--- config.mk ---
export PLATFORM = sky130hd
export DESIGN_NAME = four_phase_arbiter
export DESIGN_NICKNAME = d
export VERILOG_FILES = /design/src/rtl/four_phase_pkg.sv /design/src/rtl/four_phase_sync.sv /design/src/rtl/four_phase_arbiter.sv
export SDC_FILE = /design/constraint.sdc
export NUM_CORES = 1
export LEC_CHECK = 0
export CAP_MARGIN = 25
export CORE_MARGIN = 2
export CORE_UTILIZATION = 39
export CTS_CLUSTER_SIZE = 10
export DETAILED_ROUTE_END_ITERATION = 10
export GPL_TIMING_DRIVEN = 0
export SYNTH_ARGS = -nofsm -noshare
export SYNTH_HDL_FRONTEND = slang
export SYNTH_SLANG_ARGS = --single-unit
--- constraint.sdc ---
create_clock -name clk -period 4.4 [get_ports clk]
set_clock_uncertainty 0.1 [all_clocks]
set_input_delay 1.32 -clock clk [delete_from_list [all_inputs] [get_ports clk]]
set_output_delay 1.32 -clock clk [all_outputs]
set_load 0.02 [all_outputs]
--- src/rtl/four_phase_pkg.sv ---
// Shared definitions for the four-phase round-robin arbiter.
//   - State encoding of the arbiter FSM (fixed numeric values, also exposed
//     as an enum for readable FSM code).
//   - Default synchronizer depth used when the top is instantiated bare.
package four_phase_pkg;

  localparam logic [1:0] ST_IDLE   = 2'd0;
  localparam logic [1:0] ST_REQ_UP = 2'd1;
  localparam logic [1:0] ST_ACK_UP = 2'd2;
  localparam logic [1:0] ST_REQ_DN = 2'd3;

  localparam int DEFAULT_SYNC_STAGES = 2;

  typedef enum logic [1:0] {
    S_IDLE   = ST_IDLE,
    S_REQ_UP = ST_REQ_UP,
    S_ACK_UP = ST_ACK_UP,
    S_REQ_DN = ST_REQ_DN
  } state_e;

endpackage

--- src/rtl/four_phase_sync.sv ---
// Multi-bit flip-flop synchronizer with asynchronous active-low clear.
// Each bit is synchronized independently; STAGES=0 turns the block into a
// plain wire for inputs that are already synchronous to clk.
// Ports:
//   clk   - destination clock
//   rstn  - asynchronous active-low clear of every stage
//   d     - asynchronous input bits
//   q     - synchronized bits (STAGES cycles later)
module four_phase_sync #(
  parameter int STAGES = 2,
  parameter int WIDTH  = 1
) (
  input  logic             clk,
  input  logic             rstn,
  input  logic [WIDTH-1:0] d,
  output logic [WIDTH-1:0] q
);

  generate
    if (STAGES == 0) begin : g_bypass
      logic unused_clk_rstn;
      assign unused_clk_rstn = clk ^ rstn;
      assign q = d;
    end else begin : g_flops
      logic [STAGES-1:0][WIDTH-1:0] stg;

      // NOTE: every stage is cleared on reset so a request or acknowledge
      // captured before reset can never surface afterwards as a phantom edge.
      always_ff @(posedge clk or negedge rstn) begin
        if (!rstn) begin
          stg <= '0;
        end else begin
          // NOTE: non-blocking assignments make the stages shift by exactly
          // one position per clock regardless of statement order.
          stg[0] <= d;
          for (int i = 1; i < STAGES; i++) begin
            stg[i] <= stg[i-1];
          end
        end
      end

      assign q = stg[STAGES-1];
    end
  endgenerate

endmodule

--- src/rtl/four_phase_arbiter.sv ---
// Round-robin arbiter sharing one downstream four-phase req/ack channel
// between N upstream four-phase requesters. Every output is a flop; the FSM
// only looks at synchronized copies of req_in and ack_out.
// Ports:
//   clk       - block clock
//   rstn      - asynchronous active-low reset (aborts any handshake)
//   req_in    - four-phase requests from the N requesters
//   ack_in    - four-phase acknowledges back to the requesters
//   req_out   - four-phase request to the shared resource
//   ack_out   - four-phase acknowledge from the shared resource
//   grant     - one-hot owner, zero when idle
//   grant_idx - encoded owner, valid while busy
//   busy      - high from grant until the owner's ack_in returns low
module four_phase_arbiter
  import four_phase_pkg::*;
#(
  parameter int N           = 4,
  parameter int SYNC_STAGES = DEFAULT_SYNC_STAGES,
  parameter int IDX_W       = $clog2(N)
) (
  input  logic             clk,
  input  logic             rstn,
  input  logic [N-1:0]     req_in,
  output logic [N-1:0]     ack_in,
  output logic             req_out,
  input  logic             ack_out,
  output logic [N-1:0]     grant,
  output logic [IDX_W-1:0] grant_idx,
  output logic             busy
);

  logic [N-1:0] rq_s;
  logic         ak_s;

  four_phase_sync #(.STAGES(SYNC_STAGES), .WIDTH(N)) u_sync_req (
    .clk  (clk),
    .rstn (rstn),
    .d    (req_in),
    .q    (rq_s)
  );

  four_phase_sync #(.STAGES(SYNC_STAGES), .WIDTH(1)) u_sync_ack (
    .clk  (clk),
    .rstn (rstn),
    .d    (ack_out),
    .q    (ak_s)
  );

  // Wrap-around increment of an owner index (N need not be a power of two).
  function automatic logic [IDX_W-1:0] next_idx(input logic [IDX_W-1:0] i);
    return (i == IDX_W'(N - 1)) ? '0 : i + 1'b1;
  endfunction

  // First set request at or after `start`, searching upward modulo N.
  // Only called when at least one request bit is set.
  function automatic logic [IDX_W-1:0] rr_pick(input logic [N-1:0]     req,
                                               input logic [IDX_W-1:0] start);
    logic [IDX_W-1:0] cand;
    logic [IDX_W-1:0] pick;
    logic             found;
    cand  = start;
    pick  = start;
    found = 1'b0;
    for (int k = 0; k < N; k++) begin
      if (!found && req[cand]) begin
        pick  = cand;
        found = 1'b1;
      end
      cand = next_idx(cand);
    end
    return pick;
  endfunction

  state_e           state, state_n;
  logic [IDX_W-1:0] ptr, ptr_n;
  logic [IDX_W-1:0] idx_n;
  logic [N-1:0]     grant_n, ack_n;
  logic             busy_n, req_out_n;

  always_ff @(posedge clk or negedge rstn) begin
    if (!rstn) begin
      state     <= S_IDLE;
      ptr       <= '0;
      grant_idx <= '0;
      grant     <= '0;
      ack_in    <= '0;
      busy      <= 1'b0;
      req_out   <= 1'b0;
    end else begin
      state     <= state_n;
      ptr       <= ptr_n;
      grant_idx <= idx_n;
      grant     <= grant_n;
      ack_in    <= ack_n;
      busy      <= busy_n;
      req_out   <= req_out_n;
    end
  end

  always_comb begin
    // NOTE: every variable gets its hold value first so no path through the
    // case statement can leave one unassigned and infer a latch.
    state_n   = state;
    ptr_n     = ptr;
    idx_n     = grant_idx;
    grant_n   = grant;
    ack_n     = ack_in;
    busy_n    = busy;
    req_out_n = req_out;

    unique case (state)
      S_IDLE: begin
        // A stale high acknowledge blocks a new grant until it clears.
        if ((|rq_s) && !ak_s) begin
          idx_n          = rr_pick(rq_s, ptr);
          grant_n        = '0;
          grant_n[idx_n] = 1'b1;
          busy_n         = 1'b1;
          req_out_n      = 1'b1;
          state_n        = S_REQ_UP;
        end
      end
      S_REQ_UP: begin
        // The owner's request is not looked at here: an early drop is
        // deferred to ACK_UP and the handshake still completes.
        if (ak_s) begin
          ack_n[grant_idx] = 1'b1;
          state_n          = S_ACK_UP;
        end
      end
      S_ACK_UP: begin
        // A premature ack_out fall is ignored; only the owner's release
        // moves the handshake on.
        if (!rq_s[grant_idx]) begin
          req_out_n = 1'b0;
          state_n   = S_REQ_DN;
        end
      end
      S_REQ_DN: begin
        if (!ak_s) begin
          ack_n   = '0;
          grant_n = '0;
          busy_n  = 1'b0;
          ptr_n   = next_idx(grant_idx);
          state_n = S_IDLE;
        end
      end
      default: state_n = S_IDLE;
    endcase
  end

endmodule

==> flow_summary.toml <==
[sta]
grt_setup_unrepaired = "false"
clock.fmax_mhz = 345
drv_slew = 0
hold_violations = 0
slew_headroom_pct = 60.4
finalCritPeriodShare_pct = 65.9
tightest_slew_ns = 0.592
fin_crit_ns = 2.90
tns_ns = 0
setup_viol = 0
setup_ws_ns = 1.50

[clock_tree]
htreeDepth = 1
clock_sinks = 26
post_cts_buffers = 0
cts_buffers = 3
insertion_delay_ns = 0.32
cts_tree = "done"
postCtsHoldBufs = 0
clk_pin_slew_ns = 0.14
clockBufferDepth = 2
root_buffer = "clkbuf_4"
cts.repair.resized = 0

[detailed_routing]
ant_nets = 0
vias = 1054
wl_um = 2860
wire_per_inst_um = 14.7
drcViolationCount = 0
drt_iter0_drc = 36
first_pass_iters = 6
drt-vias-per-instance = 5.41

[final_layout]
seqCellArea_sq_um = 651
finalInstanceArea_sq_mm = 0.00172
antennaDiodeCount = 0
fill_cells = 304
area_delta_synth_final_pct = 22.6
fin_cells = 195
final_layout_size_suffix_gt1_share_pct = 13.4
multi_input_area_sq_um = 693
nets = 166
final_core_util_pct = 50.9

[critical_path]
crit_fanout = 7
ff2ff_setup_slack_ns = 1.89
r2r-start = "ptr[0]"
cp_slowest_cell = "clkdlybuf4s50_1"
reg2reg_to = "grant[0]"
crit_chain = "clkdlybuf4s50_1"
arrival_ns = 1.48
path_class = "reg2out"
start_kind = "flip-flop"
critPathCaptureType = "primary output"
reg2reg_depth = 8
max_stage_delay_ns = 0.65
crit_required_ns = 2.98
worst-path-buf-inv = 1
critPathTopFamily = "buffers and inverters"

[floorplanning]
num_io_pins = 19
rows = 21
die_w_um = 64.1
core-area_sq_mm = 0.00339
die_h_um = 64.1
start_util_pct = 41.5
die_area_sq_mm = 0.00410

[placement]
dpl.hpwl_um = 2130
io_buffer_count = 18
finalWeightedCongestion = 0.795
place_ws_ns = 1.85
placed_cells = 191
postPlaceCellArea_sq_mm = 0.00167

[synthesis]
synth_cells = 126
synth_top_area_cell = "dfrtp_1"
yosysWarnings = 0
ys_top_cells_by_area = "dfrtp_1 (46%), ha_1 (8.0%), mux4_2 (3.2%)"
ys_types = 45
yosysSeqAreaShare_pct = 46.3
async_flop_share_pct = 100
synth.avg_cell_area_sq_um = 11.2
synth-seq-cells = 26
synth-edff-count = 0
synth.cell_area_sq_mm = 0.00141
syn-num-nets = 142
synth_top_area_share_pct = 46.3
synth_flop_cell = "dfrtp_1"

[power]
p_per_area_mw_per_mm2 = 761
ir_drop_mv = 0.337
leakage_nw = 0.773

[hold_path]
hold_class = "reg2reg"
min-delay-start = "u_sync_req.g_flops.stg[1]"
min_path_cells = 0
holdPathEnd = "u_sync_req.q[1]"

[global_route]
grt_max_degree = 17
antenna_found_initial = 0
grt_usage_pct = 14.7
grt_pass1_vias = 1009
overflow = 0
grt_pass1_wl_um = 4720

[outcome]
status = "complete, no violations"

[job]
max_cap_violations = 0
-- placed cells by master, fill, tap and decap left out, drive strengths merged, types with 3 or more instances in the layout --
cell type       n
a21o            5
a22o            4
a32o            4
buf             4
clkbuf          5
clkdlybuf4s50  18
dfrtp          26
ha              9
inv             9
mux2            4
mux2i           3
nand2          10
nor2            6
nor3            3
o21ai           7
-- worst reg2reg max path: stages (launching register included) --
cell	delay [ns]
dfrtp_1	0.42
ha_1	0.29
buf_2	0.18
o21a_1	0.14
or2_1	0.26
a311o_1	0.37
nand2_2	0.11
mux2i_2	0.36
a32o_1	0.22
-- worst max-delay path by stage --
stage,startpoint,end,slack (ns),depth (start not counted)
detailed placement,grant_idx[0],grant_idx[0],1.85,1
CTS,grant_idx[0],grant_idx[0],1.47,1
global route,grant_idx[0],grant_idx[0],1.39,1
global placement,rstn,ack_in[0],1.60,1
floorplan,ptr[0],grant[0],2.12,8
finish,grant_idx[0],grant_idx[0],1.50,1
-- metal layers --
metal  wire length, um  global-route usage, %  share of wire, %  vias up
met5                 0                      0                 0        -
met4                19                   5.71              0.66        0
met3                85                   1.58               3.0        2
met2              1440                   25.1                50       19
met1              1320                   19.0                46      518
li1                  -                      -                 -      515
-- cell families after synthesis --
| group | count (synthesis) | synth area share, % |
|---|---|---|
| AOI/OAI and AO/OA | 36 | 20.1 |
| and+or+nand+nor | 32 | 11.8 |
| buffers and inverters | 14 | 4.45 |
| adders and majority gates | 9 | 8.01 |
| DFF | 26 | 46.3 |
| muxes | 9 | 9.34 |
-- registers in the layout, indices dropped and copies added, names as in the netlist --
name                    count
u_sync_ack.g_flops.stg      1
req_out                     1
grant                       4
u_sync_ack.q                1
ptr                         2
u_sync_req.q                4
busy                        1
u_sync_req.g_flops.stg      4
grant_idx                   2
state                       2
ack_in                      4
-- where the power goes --
part	internal [mW]	total, mW	leakage, nW	switching (mW)
Clock	0.0921	0.164	0.0279	0.0721
Sequential	0.314	0.379	0.314	0.0648
Combinational	0.359	0.770	0.431	0.411
Total	0.765	1.31	0.773	0.548
-- per-stage QoR --
step	hold slack (ns)	power, mW
floorplan	0.231	0.928
global placement	0.234	1.13
detailed placement	0.235	1.16
CTS	0.267	1.32
global route	0.274	1.42
finish	0.265	1.31
-- final cells by class --
class	instances	share of cell area, %
buffer	5	1.67
clock buffer	3	1.31
clock inverter	1	1.74
inverter	9	1.96
multi-input combinational	86	40.2
sequential	26	37.7
tap	46	3.34
timing repair buffer	19	12.0
-- synth_stat cells (all sizes together), types with 3 or more instances --
cell   number
o21ai       7
ha          9
a21o        5
a32o        4
nor3        3
inv         9
a22o        4
mux2        4
mux2i       3
dfrtp      26
nor2        6
nand2      10
buf         3
(Power assumes the default switching activity.)
